$ cat config.mk
export PLATFORM = sky130hd
export DESIGN_NAME = lsu_ctrl_flat
export DESIGN_NICKNAME = d
export VERILOG_FILES = /design/src/rtl/lsu_ctrl_if.sv /design/src/rtl/lsu_ctrl.sv /design/src/flat_wrapper.sv
export SDC_FILE = /design/constraint.sdc
export NUM_CORES = 1
export LEC_CHECK = 0
export ABC_AREA = 1
export CORE_MARGIN = 5
export CORE_UTILIZATION = 51
export CTS_CLUSTER_DIAMETER = 40
export DETAILED_ROUTE_END_ITERATION = 10
export PLACE_DENSITY = 0.87
export SLEW_MARGIN = 25
export SYNTH_ARGS = -nofsm -noshare
export SYNTH_HDL_FRONTEND = slang
export SYNTH_SLANG_ARGS = --single-unit
$ cat constraint.sdc
create_clock -name clk -period 4.5 [get_ports clk]
set_input_delay 1.125 -clock clk [delete_from_list [all_inputs] [get_ports clk]]
set_output_delay 1.125 -clock clk [all_outputs]
set_load 0.02 [all_outputs]
$ cat src/rtl/lsu_ctrl_if.sv
// Request, data-memory and writeback signals between the execute stage, lsu_ctrl and data memory.
// The slave modport is the lsu_ctrl side; master is the environment (execute stage plus memory).
interface lsu_ctrl_if #(
  parameter int DATA_W = 32,
  parameter int OFF_W  = 16
);
  logic              req_valid;
  logic              req_ready;
  logic              req_load;
  logic [DATA_W-1:0] req_base;
  logic [OFF_W-1:0]  req_off;
  logic [DATA_W-1:0] req_wdata;
  logic [4:0]        req_rd;

  logic              mem_r_en;
  logic              mem_w_en;
  logic [DATA_W-1:0] mem_adr;
  logic [DATA_W-1:0] mem_wdata;
  logic [DATA_W-1:0] mem_rdata;

  logic              wb_valid;
  logic [4:0]        wb_rd;
  logic [DATA_W-1:0] wb_data;
  logic              err;
  logic              stall;

  modport slave (
    input  req_valid, req_load, req_base, req_off, req_wdata, req_rd, mem_rdata,
    output req_ready, stall, mem_r_en, mem_w_en, mem_adr, mem_wdata,
           wb_valid, wb_rd, wb_data, err
  );

  modport master (
    output req_valid, req_load, req_base, req_off, req_wdata, req_rd, mem_rdata,
    input  req_ready, stall, mem_r_en, mem_w_en, mem_adr, mem_wdata,
           wb_valid, wb_rd, wb_data, err
  );
endinterface

$ cat src/rtl/lsu_ctrl.sv
// Load/store control stage: computes base + sext(offset), sequences the data memory's
// enables around its one-cycle read latency and returns load data to writeback.
module lsu_ctrl #(
  parameter int DATA_W = 32,
  parameter int ADDR_W = 3,
  parameter int OFF_W  = 16
) (
  input  logic      clk,
  input  logic      rst,
  lsu_ctrl_if.slave bus
);

  typedef enum logic [2:0] {
    S_IDLE,
    S_RD,
    S_WAIT,
    S_WB,
    S_WR,
    S_ERR
  } state_e;

  state_e            state_q, state_d;
  logic              mem_r_en_q, mem_r_en_d;
  logic              mem_w_en_q, mem_w_en_d;
  logic [DATA_W-1:0] mem_adr_q, mem_adr_d;
  logic [DATA_W-1:0] mem_wdata_q, mem_wdata_d;
  logic              wb_valid_q, wb_valid_d;
  logic [4:0]        wb_rd_q, wb_rd_d;
  logic [DATA_W-1:0] wb_data_q, wb_data_d;
  logic              err_q, err_d;
  logic [4:0]        rd_q, rd_d;

  logic [DATA_W-1:0] ea;
  logic              ea_out_of_range;

  assign ea              = bus.req_base + {{(DATA_W-OFF_W){bus.req_off[OFF_W-1]}}, bus.req_off};
  assign ea_out_of_range = |ea[DATA_W-1:ADDR_W];

  // Every output value is decided one cycle ahead so that the mem_*, wb_* and err
  // ports come straight from flops rather than from the req_* inputs.
  always_comb begin
    // NOTE: every signal written here gets a default first; a path that skips an
    // assignment would otherwise infer a latch.
    state_d     = state_q;
    mem_r_en_d  = 1'b0;
    mem_w_en_d  = 1'b0;
    mem_adr_d   = mem_adr_q;
    mem_wdata_d = mem_wdata_q;
    wb_valid_d  = 1'b0;
    wb_rd_d     = wb_rd_q;
    wb_data_d   = wb_data_q;
    err_d       = 1'b0;
    rd_d        = rd_q;

    unique case (state_q)
      S_IDLE: begin
        if (bus.req_valid) begin
          rd_d = bus.req_rd;
          if (ea_out_of_range) begin
            state_d = S_ERR;
            err_d   = 1'b1;
          end else if (bus.req_load) begin
            state_d    = S_RD;
            mem_r_en_d = 1'b1;
            mem_adr_d  = ea;
          end else begin
            state_d     = S_WR;
            mem_w_en_d  = 1'b1;
            mem_adr_d   = ea;
            mem_wdata_d = bus.req_wdata;
          end
        end
      end
      S_RD:   state_d = S_WAIT;
      S_WAIT: begin
        // Memory data for the RD-cycle address is valid now; capture it for writeback.
        state_d    = S_WB;
        wb_valid_d = 1'b1;
        wb_data_d  = bus.mem_rdata;
        wb_rd_d    = rd_q;
      end
      S_WB, S_WR, S_ERR: state_d = S_IDLE;
      default:           state_d = S_IDLE;
    endcase
  end

  // NOTE: state registers use non-blocking assignments so every flop samples the
  // values from before the edge, independent of statement order.
  always_ff @(posedge clk or negedge rst) begin
    if (!rst) begin
      state_q     <= S_IDLE;
      mem_r_en_q  <= 1'b0;
      mem_w_en_q  <= 1'b0;
      mem_adr_q   <= '0;
      mem_wdata_q <= '0;
      wb_valid_q  <= 1'b0;
      wb_rd_q     <= '0;
      wb_data_q   <= '0;
      err_q       <= 1'b0;
      rd_q        <= '0;
    end else begin
      state_q     <= state_d;
      mem_r_en_q  <= mem_r_en_d;
      mem_w_en_q  <= mem_w_en_d;
      mem_adr_q   <= mem_adr_d;
      mem_wdata_q <= mem_wdata_d;
      wb_valid_q  <= wb_valid_d;
      wb_rd_q     <= wb_rd_d;
      wb_data_q   <= wb_data_d;
      err_q       <= err_d;
      rd_q        <= rd_d;
    end
  end

  assign bus.req_ready = (state_q == S_IDLE);
  assign bus.stall     = (state_q != S_IDLE);
  assign bus.mem_r_en  = mem_r_en_q;
  assign bus.mem_w_en  = mem_w_en_q;
  assign bus.mem_adr   = mem_adr_q;
  assign bus.mem_wdata = mem_wdata_q;
  assign bus.wb_valid  = wb_valid_q;
  assign bus.wb_rd     = wb_rd_q;
  assign bus.wb_data   = wb_data_q;
  assign bus.err       = err_q;

endmodule

$ cat src/flat_wrapper.sv
// flat-port wrapper written by rule: the top's interface ports become plain ports
module lsu_ctrl_flat 
#(
  parameter int DATA_W = 32,
  parameter int ADDR_W = 3,
  parameter int OFF_W  = 16
)
  (clk, rst, bus_req_valid, bus_req_load, bus_req_base, bus_req_off, bus_req_wdata, bus_req_rd, bus_mem_rdata, bus_req_ready, bus_stall, bus_mem_r_en, bus_mem_w_en, bus_mem_adr, bus_mem_wdata, bus_wb_valid, bus_wb_rd, bus_wb_data, bus_err);
  lsu_ctrl_if #(.DATA_W(DATA_W), .OFF_W(OFF_W)) bus_i ();
  input  logic clk;
  input  logic rst;
  input wire logic [$bits(bus_i.req_valid)-1:0] bus_req_valid;
  input wire logic [$bits(bus_i.req_load)-1:0] bus_req_load;
  input wire logic [$bits(bus_i.req_base)-1:0] bus_req_base;
  input wire logic [$bits(bus_i.req_off)-1:0] bus_req_off;
  input wire logic [$bits(bus_i.req_wdata)-1:0] bus_req_wdata;
  input wire logic [$bits(bus_i.req_rd)-1:0] bus_req_rd;
  input wire logic [$bits(bus_i.mem_rdata)-1:0] bus_mem_rdata;
  output wire logic [$bits(bus_i.req_ready)-1:0] bus_req_ready;
  output wire logic [$bits(bus_i.stall)-1:0] bus_stall;
  output wire logic [$bits(bus_i.mem_r_en)-1:0] bus_mem_r_en;
  output wire logic [$bits(bus_i.mem_w_en)-1:0] bus_mem_w_en;
  output wire logic [$bits(bus_i.mem_adr)-1:0] bus_mem_adr;
  output wire logic [$bits(bus_i.mem_wdata)-1:0] bus_mem_wdata;
  output wire logic [$bits(bus_i.wb_valid)-1:0] bus_wb_valid;
  output wire logic [$bits(bus_i.wb_rd)-1:0] bus_wb_rd;
  output wire logic [$bits(bus_i.wb_data)-1:0] bus_wb_data;
  output wire logic [$bits(bus_i.err)-1:0] bus_err;
  assign bus_i.req_valid = bus_req_valid;
  assign bus_i.req_load = bus_req_load;
  assign bus_i.req_base = bus_req_base;
  assign bus_i.req_off = bus_req_off;
  assign bus_i.req_wdata = bus_req_wdata;
  assign bus_i.req_rd = bus_req_rd;
  assign bus_i.mem_rdata = bus_mem_rdata;
  assign bus_req_ready = bus_i.req_ready;
  assign bus_stall = bus_i.stall;
  assign bus_mem_r_en = bus_i.mem_r_en;
  assign bus_mem_w_en = bus_i.mem_w_en;
  assign bus_mem_adr = bus_i.mem_adr;
  assign bus_mem_wdata = bus_i.mem_wdata;
  assign bus_wb_valid = bus_i.wb_valid;
  assign bus_wb_rd = bus_i.wb_rd;
  assign bus_wb_data = bus_i.wb_data;
  assign bus_err = bus_i.err;
  lsu_ctrl #(.DATA_W(DATA_W), .ADDR_W(ADDR_W), .OFF_W(OFF_W)) u_core (.clk(clk), .rst(rst), .bus(bus_i));
endmodule
==> impl_metrics.xml <==
<?xml version="1.0" encoding="UTF-8"?>
<metrics>
  <group name="route">
    <metric name="routed_wire_length_per_instance" unit="um">15.52</metric>
    <metric name="routed_via_density" unit="">5.184</metric>
    <metric name="detail_route.drc_violations" unit="">0</metric>
    <metric name="wl" unit="um">22810</metric>
    <metric name="via_count" unit="">7621</metric>
    <metric name="drt_iter0_drc" unit="">722</metric>
    <metric name="count_of_tritonroute_iterations_in_the_first_routing_pass" unit="">8</metric>
    <metric name="route.antenna.remaining_nets" unit="">0</metric>
  </group>
  <group name="finish">
    <metric name="areaGrowthSynthToFinish" unit="%">41.41</metric>
    <metric name="fillerInstances" unit="">1068</metric>
    <metric name="storage_element_area" unit="sq um">2828</metric>
    <metric name="multi_input_comb_area" unit="sq um">3515</metric>
    <metric name="nets" unit="">1429</metric>
    <metric name="drive_gt1_share" unit="%">8.534</metric>
    <metric name="layout.core_utilization" unit="%">73.05</metric>
  </group>
  <group name="clocking">
    <metric name="clockRootBuffer" unit="">clkbuf_16</metric>
    <metric name="clock-sinks" unit="">113</metric>
    <metric name="ctsResizeCount" unit="">0</metric>
    <metric name="postCtsSetupRepairBufs" unit="">0</metric>
    <metric name="clock_tree.htree_level_count" unit="">4</metric>
    <metric name="cts_hold_buf" unit="">0</metric>
    <metric name="clock_latency_on_the_worst_skew_pair" unit="ps">420</metric>
    <metric name="cts-buffers-inserted" unit="">17</metric>
    <metric name="clock_tree_from_tritoncts" unit="">yes</metric>
    <metric name="clockBufferDepth" unit="">2</metric>
    <metric name="cts.clk_slew.worst_paths" unit="ps">60</metric>
  </group>
  <group name="sta">
    <metric name="setup_total_negative_slack" unit="ps">0</metric>
    <metric name="layout_worst_path_cycle_share" unit="%">89.62</metric>
    <metric name="final.setup_skew" unit="ps">17.98</metric>
    <metric name="slew_margin_rel" unit="%">44.38</metric>
    <metric name="rsz0062_at_grt" unit="">false</metric>
    <metric name="finalWorstSetupSlack" unit="ps">467.2</metric>
    <metric name="report.final.setup_viol" unit="">0</metric>
    <metric name="post-route-min-period" unit="ps">4033</metric>
    <metric name="hold_ws" unit="ps">465.7</metric>
    <metric name="worst_slew_pin_slew" unit="ps">834.3</metric>
    <metric name="fmax" unit="MHz">248.0</metric>
    <metric name="drv_slew" unit="">0</metric>
    <metric name="timing.final.hold_violations" unit="">0</metric>
  </group>
  <group name="floorplan">
    <metric name="die-width" unit="um">128.3</metric>
    <metric name="die_height" unit="um">128.3</metric>
    <metric name="num_rows" unit="">43</metric>
    <metric name="count_of_boundary_i_o_pins" unit="">228</metric>
    <metric name="core" unit="sq um">13830</metric>
    <metric name="die-area" unit="sq um">16470</metric>
    <metric name="initial_utilization" unit="%">51.66</metric>
  </group>
  <group name="synthesis">
    <metric name="yosys_warnings" unit="">0</metric>
    <metric name="post_synth_num_cell_types" unit="">30</metric>
    <metric name="ys_ff_latch" unit="">113</metric>
    <metric name="synthesis.instances" unit="">1045</metric>
    <metric name="synth_commonest_cells" unit="">475 x nand2_1, 134 x inv_1, 113 x dfrtp_1</metric>
    <metric name="synth_area" unit="sq um">7143</metric>
    <metric name="synth_sequential_area_ratio" unit="%">39.59</metric>
    <metric name="synth_top_area_cell" unit="">dfrtp_1</metric>
    <metric name="ys_async_sr_fraction" unit="%">100.0</metric>
    <metric name="synth_top_cells_by_area" unit="">dfrtp_1 40%, nand2_1 25%, inv_1 7.0%</metric>
    <metric name="syn-num-nets" unit="">1198</metric>
    <metric name="ys.flop_type" unit="">dfrtp_1</metric>
    <metric name="dominant_cell_by_count_in_the_synthesized_netlist" unit="">nand2_1</metric>
    <metric name="postSynthAreaPerCell" unit="sq um">6.836</metric>
    <metric name="post-synth-top-area-fraction" unit="%">39.59</metric>
    <metric name="synth_enable_flop_cells" unit="">0</metric>
  </group>
  <group name="global_route">
    <metric name="grt_max_degree" unit="">67</metric>
    <metric name="grt_antenna_before_repair" unit="">1</metric>
    <metric name="grt_remaining_overflow" unit="">0</metric>
    <metric name="grt_first_pass_wirelength" unit="um">35930</metric>
    <metric name="first_global_vias" unit="">7148</metric>
    <metric name="grt.total_usage" unit="%">27.64</metric>
  </group>
  <group name="setup_path">
    <metric name="cp_data_required_time" unit="ps">4790</metric>
    <metric name="crit_type" unit="">input pin to flop</metric>
    <metric name="worst_path_most_repeated_cell" unit="">nand2_1</metric>
    <metric name="critPathMaxFanout" unit="">33</metric>
    <metric name="cp_slowest_cell" unit="">fa_1</metric>
    <metric name="cp_data_arrival_time" unit="ps">4320</metric>
    <metric name="critical_path.startpoint_type" unit="">input pin</metric>
    <metric name="cp_cell_sequence" unit="">clkdlybuf4s50_1 -&gt; ha_1 -&gt; fa_1 -&gt; nand3_1 -&gt; nand3_1 -&gt; nand2_1 -&gt; nand2_1 -&gt; nand2_1 -&gt; nand2_1 -&gt; nand2_1 -&gt; nand2_1 -&gt; nor2_1 -&gt; nand3_1 -&gt; nor2_4 -&gt; nand4_4 -&gt; nand2_1 -&gt; nand2_1</metric>
    <metric name="setup.worst_path.end_class" unit="">flop</metric>
    <metric name="slowest_delay" unit="ps">440</metric>
    <metric name="r2r_slack" unit="ps">2090</metric>
  </group>
  <group name="placement">
    <metric name="place.gp.congestion" unit="">0.9580</metric>
    <metric name="dpl.hpwl" unit="um">16900</metric>
    <metric name="port-buffer-count" unit="">227</metric>
    <metric name="pre_cts_ws" unit="ps">195.7</metric>
  </group>
  <group name="power_and_ir_drop">
    <metric name="p_per_area" unit="nW/um^2">410.5</metric>
    <metric name="irDropWorstVdd" unit="mV">0.3182</metric>
    <metric name="leakagePower" unit="nW">5.560</metric>
  </group>
  <group name="job">
    <metric name="drv_cap" unit="">0</metric>
  </group>
  <group name="min_path">
    <metric name="min-delay-path-class" unit="">flop to flop</metric>
  </group>
  <group name="run_status">
    <metric name="result_of_the_run" unit="">complete, no violations</metric>
  </group>
</metrics>
-- final timing paths --
path | startpoint | end | depth (start not counted)
min | u_core.bus.wb_data[7] | u_core.bus.wb_data[7] | 2
min reg2reg | u_core.bus.wb_data[7] | u_core.bus.wb_data[7] | 2
max reg2reg | u_core.state_q[2] | u_core.bus.mem_wdata[9] | 8
min in group asynchronous | rst | u_core.bus.mem_adr[4] | 1
max | bus_req_base[0] | u_core.bus.mem_wdata[9] | 17
max in group asynchronous | rst | u_core.bus.wb_data[24] | 2
-- cells by family (layout without fill, tap and decap cells) --
group,count (synthesis),in the layout,share of synthesized area [%]
compound gates,33,33,2.487
xor+xnor,6,6,0.7358
fa+ha+maj,32,32,5.710
buf+inv,189,433,11.25
flops,113,113,39.59
other cells,0,1,0
simple gates,672,672,40.23
-- metal layers --
layer / global-route usage (%) / part of all wire, % / vias to the layer above
li1: - / - / 3653
met1: 33.96 / 38 / 3534
met2: 47.41 / 49 / 377
met3: 5.023 / 8.2 / 57
met4: 12.48 / 4.2 / 0
met5: 0 / 0 / -
-- per-stage QoR --
stage          total power, mW  std cells  area [sq um]
6_report                 4.147       1470         10100
3_3_place_gp             2.818       1437          9524
2_1_floorplan            2.155       1045          7143
4_1_cts                  4.163       1469         10100
3_5_place_dp             2.857       1437          9524
5_1_grt                  4.376       1470         10100
-- sequential cells by signal (all words and copies together), names as in the netlist --
signal	count
u_core.state_q	3
u_core.bus.wb_rd	5
u_core.bus.mem_wdata	32
u_core.bus.err	1
u_core.bus.mem_w_en	1
u_core.bus.mem_adr	32
u_core.bus.wb_valid	1
u_core.bus.mem_r_en	1
u_core.rd_q	5
u_core.bus.wb_data	32
-- power breakdown --
part / leakage (nW) / internal, mW / switching [mW]
logic: 3.77 / 0.630 / 0.899
registers: 1.51 / 1.22 / 0.105
clock network: 0.279 / 0.803 / 0.490
-- worst max-delay path: cells and delay by family --
kind | cells | cell delay, ps
adders and majority gates | 2 | 670
and+or+nand+nor | 14 | 2080
buffers and inverters | 1 | 420
-- layout make-up --
type | count | area share [%]
Antenna cell | 1 | 0.02477
Clock buffer | 20 | 4.620
Clock inverter | 12 | 1.065
Inverter | 165 | 6.132
Multi-Input combinational cell | 743 | 34.80
Sequential cell | 113 | 27.99
Tap cell | 180 | 2.230
Timing Repair Buffer | 236 | 23.14
-- layout by cell type (no fill, tap or decap), drive strengths merged --
cell type	instances
a21o	1
a21oi	17
buf	10
bufinv	1
clkbuf	20
clkdlybuf4s50	226
clkinv	8
clkinvlp	3
dfrtp	113
diode	1
fa	1
ha	31
inv	165
nand2	497
nand3	47
nand3b	6
nand4	43
nor2	75
nor3	3
o21ai	14
o21bai	1
or2	1
xnor2	3
xor2	3
No activity file was read; power rests on OpenSTA's default activity.
